$ cat config.mk
export PLATFORM = sky130hd
export DESIGN_NAME = sram_stream_reader_flat
export DESIGN_NICKNAME = d
export VERILOG_FILES = /design/src/rtl/sram_stream_reader_if.sv /design/src/rtl/sram_stream_reader.sv /design/src/flat_wrapper.sv
export SDC_FILE = /design/constraint.sdc
export NUM_CORES = 1
export LEC_CHECK = 0
export ABC_AREA = 1
export CORE_ASPECT_RATIO = 1.1
export CORE_MARGIN = 2
export CORE_UTILIZATION = 60
export CTS_CLUSTER_SIZE = 12
export DETAILED_ROUTE_END_ITERATION = 7
export DONT_BUFFER_PORTS = 1
export PLACE_DENSITY = 0.77
export SYNTH_ARGS = -nofsm -noshare
export SYNTH_HDL_FRONTEND = slang
export SYNTH_SLANG_ARGS = --single-unit
$ cat constraint.sdc
create_clock -name clk -period 4.3 [get_ports clk]
set_input_delay 0.645 -clock clk [delete_from_list [all_inputs] [get_ports clk]]
set_output_delay 0.645 -clock clk [all_outputs]
set_load 0.02 [all_outputs]
$ cat src/rtl/sram_stream_reader_if.sv
// Output stream bundle of the SRAM reader: word, last-beat marker, valid/ready.
// Latency: none, this is wiring only.
// Backpressure: the consumer holds m_ready low, and the producer then keeps m_data/m_last stable.
interface sram_stream_reader_if #(
    parameter int DW = 32
);
    logic          m_valid;
    logic          m_ready;
    logic [DW-1:0] m_data;
    logic          m_last;

    modport master (
        output m_valid,
        output m_data,
        output m_last,
        input  m_ready
    );

    modport slave (
        input  m_valid,
        input  m_data,
        input  m_last,
        output m_ready
    );
endinterface

$ cat src/rtl/sram_stream_reader.sv
// Reads len words from the SRAM starting at base_addr and streams them out in order, flagging the last word.
// Latency: start in cycle 0, first read in cycle 1, SRAM data in cycle 2, first beat valid in cycle 3.
// Backpressure: reads are held off while buffered plus in-flight words would exceed FIFO_DEPTH, so no word is dropped.
module sram_stream_reader #(
    parameter int FIFO_DEPTH = 4,
    parameter int AW         = 13,
    parameter int DW         = 32
) (
    input  logic                 clk,
    input  logic                 rst_n,
    input  logic                 start,
    input  logic [AW-1:0]        base_addr,
    input  logic [AW:0]          len,
    output logic                 busy,
    output logic                 done,
    output logic                 sram_csbn,
    output logic [AW-1:0]        sram_raddr,
    output logic                 sram_wsbn,
    output logic [AW-1:0]        sram_waddr,
    output logic [DW-1:0]        sram_wdata,
    input  logic [DW-1:0]        sram_rdata,
    sram_stream_reader_if.master m
);

    localparam int PW = $clog2(FIFO_DEPTH);
    localparam int CW = PW + 1;
    localparam int LW = AW + 1;
    localparam logic [LW-1:0] MAX_LEN = {1'b1, {AW{1'b0}}};

    typedef enum logic [1:0] {
        ST_IDLE,
        ST_RUN,
        ST_DRAIN
    } state_t;

    state_t          state_q, state_d;
    logic            done_q, done_d;
    logic [AW-1:0]   base_q, base_d;
    logic [LW-1:0]   len_q, len_d;
    logic [LW-1:0]   issued_q, issued_d;
    logic [LW-1:0]   beats_q, beats_d;
    logic            rvalid_q;

    logic [DW-1:0]   mem_q [FIFO_DEPTH];
    logic [PW-1:0]   wptr_q, rptr_q;
    logic [CW-1:0]   count_q;

    logic [LW-1:0]   len_clamped;
    logic [CW:0]     occupancy;
    logic            fifo_has_room;
    logic            issue;
    logic            push;
    logic            pop;
    logic            m_valid_w;
    logic            m_last_w;

    // Requests above the memory size are served as a full-memory read.
    assign len_clamped = (len > MAX_LEN) ? MAX_LEN : len;

    // A read issued now lands one cycle later, so the word still in flight reserves a slot too.
    // Pops in the current cycle are deliberately not credited, keeping the issue path off m_ready.
    assign occupancy     = {1'b0, count_q} + {{CW{1'b0}}, rvalid_q};
    assign fifo_has_room = occupancy < (CW + 1)'(FIFO_DEPTH);

    assign push      = rvalid_q;
    assign m_valid_w = (count_q != '0);
    assign pop       = m_valid_w && m.m_ready;
    assign m_last_w  = m_valid_w && (beats_q == len_q - LW'(1));

    // Command sequencing and read issue; done is registered so it lands the cycle after completion.
    always_comb begin
        state_d  = state_q;
        done_d   = 1'b0;
        base_d   = base_q;
        len_d    = len_q;
        issued_d = issued_q;
        beats_d  = beats_q;
        issue    = 1'b0;

        if (pop) begin
            beats_d = beats_q + LW'(1);
        end

        case (state_q)
            ST_IDLE: begin
                // done_q high means busy is still reported, so a start in that cycle is ignored.
                if (start && !done_q) begin
                    base_d   = base_addr;
                    len_d    = len_clamped;
                    issued_d = '0;
                    beats_d  = '0;
                    if (len_clamped == '0) begin
                        done_d = 1'b1;
                    end else begin
                        state_d = ST_RUN;
                    end
                end
            end
            ST_RUN: begin
                issue = (issued_q < len_q) && fifo_has_room;
                if (issue) begin
                    issued_d = issued_q + LW'(1);
                end
                if (issued_d == len_q) begin
                    state_d = ST_DRAIN;
                end
            end
            ST_DRAIN: begin
                // Popping the final beat leaves the FIFO empty with nothing in flight.
                if (pop && m_last_w) begin
                    state_d = ST_IDLE;
                    done_d  = 1'b1;
                end
            end
            default: begin
                state_d = ST_IDLE;
            end
        endcase
    end

    // Control state, command registers and the read-return tracker.
    always_ff @(posedge clk or negedge rst_n) begin
        if (!rst_n) begin
            state_q  <= ST_IDLE;
            done_q   <= 1'b0;
            base_q   <= '0;
            len_q    <= '0;
            issued_q <= '0;
            beats_q  <= '0;
            rvalid_q <= 1'b0;
        end else begin
            state_q  <= state_d;
            done_q   <= done_d;
            base_q   <= base_d;
            len_q    <= len_d;
            issued_q <= issued_d;
            beats_q  <= beats_d;
            rvalid_q <= issue;
        end
    end

    // FIFO pointers and occupancy; a simultaneous push and pop leaves the count unchanged.
    always_ff @(posedge clk or negedge rst_n) begin
        if (!rst_n) begin
            wptr_q  <= '0;
            rptr_q  <= '0;
            count_q <= '0;
        end else begin
            if (push) begin
                wptr_q <= wptr_q + PW'(1);
            end
            if (pop) begin
                rptr_q <= rptr_q + PW'(1);
            end
            case ({push, pop})
                2'b10:   count_q <= count_q + CW'(1);
                2'b01:   count_q <= count_q - CW'(1);
                default: count_q <= count_q;
            endcase
        end
    end

    // FIFO storage; contents are only observed through the count, so no reset is needed.
    always_ff @(posedge clk) begin
        if (push) begin
            mem_q[wptr_q] <= sram_rdata;
        end
    end

    assign busy       = (state_q != ST_IDLE) || done_q;
    assign done       = done_q;
    assign sram_csbn  = !issue;
    assign sram_raddr = base_q + issued_q[AW-1:0];
    assign sram_wsbn  = 1'b1;
    assign sram_waddr = '0;
    assign sram_wdata = '0;

    // Data is gated by valid so the port shows zero when empty; it is stable while stalled.
    assign m.m_valid = m_valid_w;
    assign m.m_data  = m_valid_w ? mem_q[rptr_q] : '0;
    assign m.m_last  = m_last_w;

    a_fifo_no_overflow: assert property (@(posedge clk) disable iff (!rst_n)
        !(push && !pop && (count_q == CW'(FIFO_DEPTH))));

endmodule

$ cat src/flat_wrapper.sv
// flat-port wrapper written by rule: the top's interface ports become plain ports
module sram_stream_reader_flat 
#(
    parameter int FIFO_DEPTH = 4,
    parameter int AW         = 13,
    parameter int DW         = 32
)
  (clk, rst_n, start, base_addr, len, busy, done, sram_csbn, sram_raddr, sram_wsbn, sram_waddr, sram_wdata, sram_rdata, m_m_valid, m_m_data, m_m_last, m_m_ready);
  sram_stream_reader_if #(.DW(DW)) m_i ();
  input  logic clk;
  input  logic rst_n;
  input  logic start;
  input  logic [AW-1:0] base_addr;
  input  logic [AW:0] len;
  output logic busy;
  output logic done;
  output logic sram_csbn;
  output logic [AW-1:0] sram_raddr;
  output logic sram_wsbn;
  output logic [AW-1:0] sram_waddr;
  output logic [DW-1:0] sram_wdata;
  input  logic [DW-1:0] sram_rdata;
  output wire logic [$bits(m_i.m_valid)-1:0] m_m_valid;
  output wire logic [$bits(m_i.m_data)-1:0] m_m_data;
  output wire logic [$bits(m_i.m_last)-1:0] m_m_last;
  input wire logic [$bits(m_i.m_ready)-1:0] m_m_ready;
  assign m_m_valid = m_i.m_valid;
  assign m_m_data = m_i.m_data;
  assign m_m_last = m_i.m_last;
  assign m_i.m_ready = m_m_ready;
  sram_stream_reader #(.FIFO_DEPTH(FIFO_DEPTH), .AW(AW), .DW(DW)) u_core (.clk(clk), .rst_n(rst_n), .start(start), .base_addr(base_addr), .len(len), .busy(busy), .done(done), .sram_csbn(sram_csbn), .sram_raddr(sram_raddr), .sram_wsbn(sram_wsbn), .sram_waddr(sram_waddr), .sram_wdata(sram_wdata), .sram_rdata(sram_rdata), .m(m_i));
endmodule
==> run summary, run 1 <==
The number of global-route vias before repair came out at 7306. For the pin with the worst max-slew slack, the measured transition is 0.816 ns. The signal on the critical path passes through ha_1, inv_1, fa_1, o21ai_0, a21oi_1, o21ai_0, a21oi_1, nor2_1, nor2_1, xor2_1. In this run the cell area of the synthesized design comes to 0.0104 mm2.

The placeable core area is 0.0170 mm2. The first routing iteration left 593 violations. Across all register-to-register paths, the minimum setup slack is 1.42 ns. The largest single stage delay on the critical path is 0.42 ns. Worst max-slew margin expressed relative to the limit: 45.5%. The tools report the distinct cell type count after synthesis as 37.

The busiest metal layer after global routing is met2. The number of buffer and inverter stages on the critical path was 1. Detailed placement finished with a half-perimeter wire length of 14.8 mm. Using the TritonRoute via totals, the vias-per-cell ratio works out to 5.45. The routed wirelength normalized by instance count is 16.3 um. The tools report the type of element launching the critical path as a flop. The floorplan step set the die height to 142 um.

Global routing used 24.7% of the available tracks. The maximum net fanout on the critical path works out to 4. During placement, the flow inserted port buffers numbering 0.

The core utilization of the finished layout is 65.2%. The tightest min-delay check is of the input port to asynchronous set/reset pin type. For this run the aggregate overflow at the end of global routing stands at 0.

The total of cells resized after clock tree synthesis was 0; the maximum clock frequency was 275 MHz. Number of flops mapped to enable cells by yosys: 128. After synthesis, the mean cell area works out to 9.14 um2.

The number of cells on the worst reg-to-reg path is 18. Global routing consumed, on the met2 layer, 45.0% of the routing resources. Endpoint type of the worst setup path: an output port.

The run gives 0 as the number of warning messages in the yosys log. For the number of hold violations in the final report, the log shows 0. The run gives 194 as the total number of clock tree sinks. The clock latency on the worst-skew pair is 0.44 ns. For this design the ratio of total power to cell area is 491 mW/mm2.

For this design the static power due to leakage is 4.89 nW. Sequential elements use 53.0% of the synthesized area. In the synthesized netlist the dominant register cell turns out to be edfxtp_1.

In this run the worst setup path begins at u_core.issued_q[0]$_DFFE_PN0P_. The post-route minimum period was 3.64 ns. By startpoint and endpoint, the worst setup path is classified as flop to output port. Entering global routing, the biggest net connects 67 pins. For the routed wire length, the log shows 22.5 mm. In this design, the largest share of critical-path delay is due to compound AO/OA/AOI/OAI gates. The first global-routing pass estimated 35.0 mm of wire.

In this run the critical register-to-register path is launched from u_core.len_q[10]$_DFFE_PN0P_. 159 I/O pins were placed. Data on the critical path is required at its endpoint by 3.65 ns. In the finished design, the share of the clock period the worst path needs comes to 84.7%. The flow ran to the end, and the final reports show no timing, DRC or antenna violations. Share of post-route cells with drive strength above 1: 7.96%. The initial core utilization was 61.2%; the antenna diode count was 0. Across the VDD grid, the largest voltage drop is 0.000272 V.

For this run, asynchronously set or reset flops after synthesis account for 34.0%. Across the routed clock network, the largest skew measured is 0.0120 ns. The first TritonRoute pass finished after 6 iterations. The run gives 0 as the initial antenna violation count. Clock tree synthesis selected as its root buffer the cell clkbuf_16. The number of nets still failing antenna checks after routing is 0, and the row count is 50. The number of cells on the critical path was 10; the post-route setup TNS was 0 ns. The largest individual stage delay along the critical path comes from the cell dfrtp_1. The tools report the post-detailed-placement cell area as 0.0104 mm2. Summing all non-filler instances in the final layout gives an area of 0.0111 mm2. TritonCTS built the clock tree. The run gives 0 as the total of max-cap violations. TritonCTS created 17 clock buffers. Number of slew-limit violations in the final report: 0. From left edge to right edge, the die measures 129 um.

The tools report the destination of the worst register-to-register timing path as u_core.state_q[0]$_DFFE_PN0P_. In the global route stage, met1 resource usage came out at 28.6%. The area growth from synthesis to layout is 6.50%.

For the post-synthesis cell count, the log shows 1135. Number of levels the H-tree was split into: 4. At the end of the flow, the number of nets in the layout was 1228. Setup violations remaining at the end of the flow were counted as 0. After clock tree synthesis, the clock-pin slew on the worst setup and hold paths is 0.08 ns. The floorplan die area is 0.0184 mm2, and the arrival time at the worst endpoint is 3.00 ns. The critical path ends at sram_raddr[12]. For this run, global-route usage on met3 was measured as 4.77%. Setup repair after global routing left no endpoint under its margin. The total of flip-flops plus latches after synthesis works out to 194. Detailed routing inserted a total of 7506 vias. In the routed design, unresolved DRC markers number 0. The congestion estimate from routability-driven global placement came to 0.928. Maximum clock insertion buffer count: 2.
-- cells by family (layout without fill, tap and decap cells) --
| family | count (synthesis) | count (layout) | share of synthesized area [%] |
|---|---|---|---|
| AOI/OAI and AO/OA | 175 | 175 | 8.69 |
| xor gates and xnor gates | 45 | 45 | 4.06 |
| adders and majority gates | 35 | 35 | 4.36 |
| buffers and inverters | 190 | 154 | 8.87 |
| DFF | 194 | 194 | 53.0 |
| other | 2 | 46 | 0.0724 |
| and+or+nand+nor | 494 | 494 | 21.0 |
-- layout make-up --
type | count | area, um2
repair buffers | 14 | 125
inverters | 108 | 405
flip-flops and latches | 194 | 5500
multi-input cells | 795 | 4130
clock inverters | 15 | 178
fillers | 1355 | 5900
well taps | 234 | 293
clock buffers | 17 | 425
-- sequential cells by signal, indices dropped and copies added, names as in the netlist --
name             count
u_core.mem_q       128
u_core.beats_q      14
u_core.issued_q     14
u_core.len_q        14
u_core.base_q       13
u_core.count_q       3
u_core.rptr_q        2
u_core.state_q       2
u_core.wptr_q        2
u_core.done          1
u_core.push          1
-- metal layers --
metal / vias up / wire [um]
met5: - / 0
met3: 44 / 1520
met2: 234 / 11500
li1: 3663 / -
met1: 3565 / 8920
met4: 0 / 503
-- cells in the final DEF, fill, tap and decap left out, drive strengths merged, types with 21 or more instances in the layout --
cell type  count
inv          112
ha            33
nand3         56
edfxtp       128
xor2          32
nor2         200
dfrtp         66
nand2        201
a21oi         62
o21ai         92
conb          46
o22ai         21
-- cell usage after synthesis, types with 2 or more instances --
library cell    n  area share (%)
buf_4          47             3.4
xnor3_1         2            0.43
a21oi_1        62             3.0
nand2_1       185             6.7
nor2_4          2            0.22
dfrtp_1        66              16
nand4_1        15            0.90
xor2_1         32             2.7
buf_6           2            0.22
nor4_1          2            0.12
inv_2           5            0.18
nand3_1        49             2.4
buf_1           4            0.14
nand3_2         5            0.48
conb_1          2           0.072
nand3_4         2            0.34
nor2_2         11            0.66
nand3b_1        2            0.14
inv_1         103             3.7
clkbuf_1       28             1.0
nand2_4         5            0.54
fa_1            2            0.39
o22ai_1        21             1.3
nor3_1         13            0.63
xnor2_1        11            0.93
ha_1           33             4.0
o21ai_0        91             4.4
nand2_2        11            0.66
edfxtp_1      128              37
nor2_1        187             6.8
-- power by group --
part / internal [W] / total, W / switching, W
clock network: 0.000792 / 0.00158 / 0.000787
registers: 0.00207 / 0.00214 / 0.0000742
logic: 0.000443 / 0.00171 / 0.00126
-- how the worst min path moves through the flow --
stage                      from                             to  slack (ns)  cells past startpoint
after floorplan           rst_n   u_core.base_q[0]$_DFFE_PN0P_        0.35                      0
after global placement    rst_n   u_core.base_q[9]$_DFFE_PN0P_        0.35                      0
after detailed placement  rst_n  u_core.base_q[10]$_DFFE_PN0P_        0.35                      0
after CTS                 rst_n   u_core.base_q[9]$_DFFE_PN0P_        0.09                      1
after global routing      rst_n  u_core.base_q[11]$_DFFE_PN0P_         0.1                      1
final                     rst_n  u_core.base_q[11]$_DFFE_PN0P_        0.08                      1
-- what timing repair did --
| action | in CTS | in global routing |
|---|---|---|
| setup buffers | 0 | 0 |
| hold buffers | 1 | 0 |
| setup endpoints to repair | 0 | 0 |
| endpoints found under the hold margin | 66 | 0 |
-- through the flow --
stage	cells	setup slack [ns]	total power (W)	hold WS, ns
final	1377	0.659	0.00543	0.0776
after global routing	1377	0.364	0.00573	0.0988
after CTS	1377	0.660	0.00545	0.0884
after detailed placement	1344	1.15	0.00387	0.351
after global placement	1344	1.16	0.00382	0.351
after floorplan	1179	1.41	0.00357	0.349
No activity file was read; power rests on OpenSTA's default activity.
==> run 2: changes to the inputs <==
--- a/config.mk
+++ b/config.mk
@@ -5,10 +5,10 @@
 export SDC_FILE = /design/constraint.sdc
 export NUM_CORES = 1
 export LEC_CHECK = 0
-export ABC_AREA = 1
+export ABC_AREA = 0
 export CORE_ASPECT_RATIO = 1.1
 export CORE_MARGIN = 2
-export CORE_UTILIZATION = 60
+export CORE_UTILIZATION = 58
 export CTS_CLUSTER_SIZE = 12
 export DETAILED_ROUTE_END_ITERATION = 7
 export DONT_BUFFER_PORTS = 1
==> constraint.sdc (replaced) <==
create_clock -name clk -period 3.1 [get_ports clk]
set_input_delay 0.465 -clock clk [delete_from_list [all_inputs] [get_ports clk]]
set_output_delay 0.465 -clock clk [all_outputs]
set_load 0.02 [all_outputs]
==> run summary, run 2 <==
Setup repair after global routing could not meet its margin everywhere. Sorting the synthesized cells by how often they occur yields edfxtp_1 (128), nand2_1 (95), dfrtp_1 (66). The tools report the required time of the worst setup path as 2.63 ns.

The checks that failed: setup timing. The floorplan step defined a die boundary enclosing 0.0180 mm2. Static timing analysis puts the maximum clock frequency at 305 MHz. For the clock group share of total power, the log shows 20.1%. Of all nets on the critical path, the largest fanout is 2. The clock tree synthesis step divided the H-tree into 4 levels. The region available for standard cell placement spans 0.0165 mm2. The total overflow left after global routing is 0. The total of flip-flops plus latches after synthesis works out to 194. The logs give 67 for the pin count of the biggest net entering global routing and 5 for the first-pass detailed-route iteration total. The number of nets still failing antenna checks after routing came out at 0. The most common flop cell mapped by yosys was edfxtp_1. Counting every sink on the clock net gives 194. Summed over all nets, the switching power comes to 0.00466 W. Final hold analysis gives a worst-case slack of 0.115 ns. The arrival time at the worst endpoint is 2.81 ns. The worst pin sits at a relative slew slack of 40.1%. Wires add up to 21.4 mm. The post-synthesis cell count was 802; the clock transition at the registers of the reported paths was 0.08 ns. The average vias per placed instance was 5.94. The mean instance size in the synthesized netlist was 12.3 um2. The internal power of the cells totals 0.00677 W. The run gives 0 as the initial antenna violation count. The post-synthesis sequential area ratio was 55.8%. Sequential cells account for 34.1% of the total power. The number of flops mapped to enable cells by yosys came out at 128. Excluding fillers, the count of instances in the completed layout stands at 1057. Most common library cell in the layout ignoring fill and taps: edfxtp_1. The tools report the number of hold violations in the final report as 0. The run gives 0.000596 V as the worst vdd rail ir drop.

The die height is 141 um. Dividing the detail-routed wire length by the instance count gives 20.2 um. The leakage power of the design was 4.34 nW; the power per cell area was 1040 mW/mm2.

The worst setup skew after layout is 0.0112 ns. Summing all multi-input logic gate instances after layout gives 0.00403 mm2. The post-route minimum period was 3.28 ns. The post-route netlist has 18.1% of its cells at a drive strength greater than 1. The register with the most flip-flops was u_core.mem_q.

The number of I/O pins was 159; the detailed placement HPWL was 14.4 mm. edfxtp_1 is the most common cell in the netlist. Registers take 0.00550 mm2. The tools report the setup slack after layout as -0.178 ns.

The register with the most flip-flops in the layout has 128 of them. The detailed router finished its first iteration with 474 violations. Number of global-route vias before repair: 6427.

TritonCTS built the clock tree. The tree is rooted in a clkbuf_16. The top-area cell type share of the netlist area works out to 39.0%. For the global-route total usage across every layer, the log shows 23.9%. For the CTS buffer count, the log shows 17. Counting along the longest clock path gives a buffer depth of 2. Of the total power, the share spent switching nets is 40.8%. The die is 128 um wide. After layout, the worst path uses 106% of the clock period. 0 antenna diodes ended up in the layout. The synthesized netlist contains 58 unique library cells. For the total of max-cap violations, the log shows 0.

Area growth from synthesis to layout: 11.4%. After the last flow step, the layout net total stands at 938. The run gives 0.904 as the final RePlAce weighted congestion. The run finished, with violations left.

The top cell types in the final layout, fill and taps aside, are edfxtp_1 (128), nand2_1 (94), dfrtp_1 (62). The cell accounting for the most synthesized area is edfxtp_1. The tools report the number of slew-limit violations in the final report as 0.

Yosys printed 0 warnings. The first-pass GRT wire length was 33.3 mm; the relative contribution of combinational cells to total power was 45.8%. The worst setup path is captured at an output port. Counting flops with an async set or reset pin after synthesis yields a share of 34.0%. For the total setup violations reported at the end of the flow, the log shows 5. The worst setup path is of the flop to output port kind. The tools report the fill cell instance count of the final layout as 1185.

Overall power consumption after layout is estimated at 0.0114 W. In the post-synthesis netlist, the biggest area contributors are edfxtp_1 (39%), dfrtp_1 (17%), mux4_2 (7.3%). The count of buffers added on input and output ports is 0. The total via count in the routed design came out at 6282. The worst setup path is launched from a flop. The clock latency on the worst-skew pair came out at 0.44 ns. For this run, design rule violations remaining after detail routing come to 0. In this run, placement finished with an instance count of 1006.

The post-route setup TNS was -0.492 ns. For this configuration, the core starts out at a cell density of 59.7%. The path class of the lowest-slack min-delay path was input port to flop. The transition time at the pin with the least slew margin works out to 0.898 ns.

The netlist area before placement was 0.00985 mm2; the row count was 49.
## run 2: kinds of logic after synthesis
family	synth area share (%)
and+or+nand+nor	12.1
DFF	55.8
AOI/OAI and AO/OA	7.80
buffers and inverters	5.87
xor gates and xnor gates	6.32
adders and majority gates	4.60
muxes	7.42
other	0.0763
## run 2: critical path: stages (launching register included)
cell      delay (ns)
dfrtp_1         0.39
ha_2            0.20
inv_2           0.06
fa_2            0.21
nor2b_1         0.05
o21a_1          0.17
nor2_2          0.11
o21bai_1        0.09
a21o_1          0.19
a21oi_2         0.19
o21ai_2         0.09
o41ai_2         0.29
xnor2_1         0.17
buf_4           0.17
## run 2: power groups by stage
stage                     clock network, W  registers, W  logic [W]
after floorplan                          0       0.00379    0.00389
after global placement                   0       0.00389    0.00467
after detailed placement                 0       0.00394    0.00482
after CTS                          0.00233       0.00389    0.00502
after global routing               0.00242       0.00396    0.00569
final                              0.00230       0.00389    0.00523
## run 2: final timing paths
path,cells past startpoint,end,startpoint,slack (ns)
setup / recovery,13,sram_raddr[12],u_core.base_q[0]$_DFFE_PN0P_,-0.18
hold / removal,0,u_core.mem_q[0][13]$_DFFE_PP_,sram_rdata[13],0.11
setup reg to reg,9,u_core.state_q[0]$_DFFE_PN0P_,u_core.len_q[8]$_DFFE_PN0P_,0.23
hold reg to reg,2,u_core.base_q[11]$_DFFE_PN0P_,u_core.base_q[11]$_DFFE_PN0P_,0.49
max in group asynchronous,2,u_core.rptr_q[0]$_DFFE_PN0P_,rst_n,2.23
min in group asynchronous,2,u_core.base_q[9]$_DFFE_PN0P_,rst_n,0.56
## run 2: repair_timing
item	4_1_cts	5_1_grt
setup endpoints to repair	7	9
setup buffers	9	8
gates resized for setup	17	16
gates cloned	0	0
hold buffers	2	0
pin swaps	15	11
hold endpoints to repair	66	0
## run 2: metrics by stage
step           utilization (%)  setup WS (ns)  cell area [um2]
2_1_floorplan                -          0.221            10000
3_3_place_gp              61.0          0.143            10100
3_5_place_dp              61.0         0.0510            10100
4_1_cts                   65.7         -0.206            10800
5_1_grt                   66.5         -0.291            11000
6_report                  66.5         -0.178            11000
## run 2: layer usage
| metal | share of wire [%] | wire [um] | GRT usage, % | vias up |
|---|---|---|---|---|
| met5 | 0 | 0 | 0 | - |
| met4 | 2.4 | 523 | 7.46 | 0 |
| met3 | 6.8 | 1460 | 6.38 | 49 |
| met2 | 53 | 11400 | 42.9 | 244 |
| met1 | 38 | 8020 | 27.7 | 3118 |
| li1 | - | - | - | 2871 |
## run 2: final cells by class
type | instances | share of cell area, %
Sequential cell | 194 | 50.1
Multi-Input combinational cell | 545 | 36.8
Clock buffer | 17 | 3.88
Timing Repair Buffer | 48 | 3.87
Tap cell | 204 | 2.33
Clock inverter | 15 | 1.85
Inverter | 34 | 1.16
==> run 3: changes to the inputs <==
--- a/config.mk
+++ b/config.mk
@@ -8,11 +8,12 @@
 export ABC_AREA = 0
 export CORE_ASPECT_RATIO = 1.1
 export CORE_MARGIN = 2
-export CORE_UTILIZATION = 58
+export CORE_UTILIZATION = 55
 export CTS_CLUSTER_SIZE = 12
 export DETAILED_ROUTE_END_ITERATION = 7
 export DONT_BUFFER_PORTS = 1
-export PLACE_DENSITY = 0.77
+export PLACE_DENSITY = 0.8
+export SLEW_MARGIN = 40
 export SYNTH_ARGS = -nofsm -noshare
 export SYNTH_HDL_FRONTEND = slang
 export SYNTH_SLANG_ARGS = --single-unit
==> run summary, run 3 (synthesis gave the netlist of run 2 again) <==
0 antenna diodes ended up in the layout. The final layout net count was 944; the worst max-slew margin expressed relative to the limit was 54.6%. More flip-flops sit in one register than any other, and that register is u_core.mem_q. Measured along the x axis, the die boundary spans 132 um. The share of post-route cells with drive strength above 1 works out to 18.7%. The die covers 0.0190 mm2. For this run, global-route usage on met2 was measured as 38.7%.

The tools report the area of combinational cells with multiple inputs as 0.00409 mm2. The flow ran to the end, but the final reports show violations. The routed wirelength normalized by instance count was 18.2 um. Global routing used 21.4% of the available tracks. The first global-routing pass estimated 31.5 mm of wire. The logs give 159 for the number of I/O pins and 0 for the number of nets still failing antenna checks after routing.

On the final layout, the worst hold slack is 0.109 ns. Total via count in the routed design: 6223. TritonCTS built the clock tree. For the number of global-route vias before repair, the log shows 6035.

The largest single stage delay on the critical path is 0.54 ns. The area growth from synthesis to layout was 12.7%; the routed wire length was 20.0 mm. Busiest metal layer after global routing: met2.

The global-route track usage on met3 was 3.89%; the core utilization of the finished layout was 63.0%. Leaving out fill and tap cells, the most frequent cell in the layout is edfxtp_1. The combined flip-flop and latch cell area is 0.00550 mm2. In this run the standard cell core region covers 0.0176 mm2. The total setup violations reported at the end of the flow was 4; the number of hold violations in the final report was 0.

The congestion estimate from routability-driven global placement came to 0.874. Global routing used 26.0% of the available met1 tracks. The fill cell instance count of the final layout is 1345. The final reports fail on setup timing. The flip-flop count of the largest register after layout is 128, and the initial antenna violation count is 0. The worst setup skew after layout came out at 0.0140 ns. The run gives 55.9% as the initial core utilization. The tree is rooted in a clkbuf_16. The die height is 144 um.

The total overflow left after global routing is 0. After detailed routing, the number of remaining DRC violations is 0. The signal on the critical path passes through nor4_4, nand4_1, nor3_2, xnor2_1, or4_4, a2111oi_4. Based on the critical path, the design can be clocked at up to 314 MHz. For the detailed placement HPWL, the log shows 13.3 mm. The number of slew-limit violations in the final report is 0. For the setup slack after layout, the log shows -0.0819 ns.

The count of buffers added on input and output ports is 0. The top cell types in the final layout, fill and taps aside, are edfxtp_1 (128), nand2_1 (94), dfrtp_1 (62). The number of levels the H-tree was split into was 4; the transition time at the pin with the least slew margin was 0.682 ns. The worst setup path is launched from a flop.

The final worst-path cycle share is 103%. Across the run, the number of max-cap violations was 0. After clock tree synthesis, the clock-pin slew on the worst setup and hold paths is 0.09 ns.

In this run the static leakage power is 4.39 nW. Power per cell area: 1030 mW/mm2. In this run the worst hold path is classified as input port to flop. The floorplan has 51 rows. The clock net in this run drives a total of 194 sinks. Entering global routing, the biggest net connects 67 pins. Along the worst path, the maximum fanout reaches 4. Setup repair after global routing could not meet its margin everywhere. The logs give 17 for the CTS buffer count and 0.000539 V for the worst vdd rail ir drop. For this block, the initial DRC count from the detailed router was 460. The maximum clock insertion buffer count came out at 2. The tools report the arrival time at the worst endpoint as 2.72 ns.

The average vias per placed instance was 5.67; the clock latency on the worst-skew pair was 0.45 ns. The cell type of the slowest stage on the worst timing path was or4_4. The post-route minimum period came out at 3.18 ns.

By startpoint and endpoint, the worst setup path is classified as flop to output port. At the worst endpoint, the required time is 2.63 ns. Endpoint type of the worst setup path: an output port.

The first-pass detailed-route iteration total is 8.
## run 3: cell types whose count changed in the layout (fill, tap and decap cells not counted), moves of 5 or more
| cell | delta |
|---|---|
| buf_4 | +9 |
| and2_1 | +5 |
| inv_12 | +5 |
| and2_2 | -5 |
## run 3: worst paths after layout
| kind | from | end | slack (ns) | cells past startpoint |
|---|---|---|---|---|
| min in group asynchronous | rst_n | u_core.base_q[9]$_DFFE_PN0P_ | 0.54 | 2 |
| min | sram_rdata[17] | u_core.mem_q[2][17]$_DFFE_PP_ | 0.11 | 0 |
| max | u_core.len_q[5]$_DFFE_PN0P_ | m_m_last | -0.08 | 6 |
| min reg2reg | u_core.base_q[10]$_DFFE_PN0P_ | u_core.base_q[10]$_DFFE_PN0P_ | 0.48 | 2 |
| max reg2reg | u_core.len_q[3]$_DFFE_PN0P_ | u_core.state_q[0]$_DFFE_PN0P_ | 0.15 | 11 |
| max in group asynchronous | rst_n | u_core.len_q[0]$_DFFE_PN0P_ | 2.26 | 2 |
## run 3: metrics by stage
step	cells	instance area (um2)	TNS [ns]	total power [W]	worst slack [ns]
final	1097	11100	-0.228	0.0114	-0.0819
after global routing	1097	11100	-1.03	0.0120	-0.231
after CTS	1091	11000	-0.204	0.0113	-0.0809
after detailed placement	1048	10200	0	0.00871	0.0246
after global placement	1048	10200	0	0.00859	0.101
after floorplan	846	10000	0	0.00768	0.221
## run 3: worst max-delay path, delay by kind of cell, from the launching register on
kind / cells / cell delay [ns]
and+or+nand+nor: 4 / 1.25
DFF: 1 / 0.47
xor gates and xnor gates: 1 / 0.09
AOI/OAI and AO/OA: 1 / 0.45
## run 3: where the power goes
part	switching (W)	total, W	internal, W
Clock	0.00118	0.00233	0.00115
Sequential	0.000429	0.00387	0.00344
Combinational	0.00311	0.00518	0.00208
Total	0.00472	0.0114	0.00666
## run 3: metal layers
layer  routed length [um]  up-vias
li1                     -     2898
met1                 8000     3076
met2                10500      220
met3                 1130       29
met4                  364        0
met5                    0        -
## run 3: repair_timing
| item | CTS | global route |
|---|---|---|
| hold endpoints to repair | 66 | 0 |
| buffers inserted | 9 | 6 |
| pin swaps | 14 | 6 |
| hold buffers | 2 | 0 |
| setup endpoints to repair | 6 | 9 |
| resized for setup | 29 | 10 |
## run 3: cell type report
class	count	share of cell area [%]
clock inverters	15	2.01
multi-input cells	545	36.8
repair buffers	54	3.97
flip-flops and latches	194	49.6
clock buffers	17	3.83
inverters	34	1.15
well taps	238	2.68
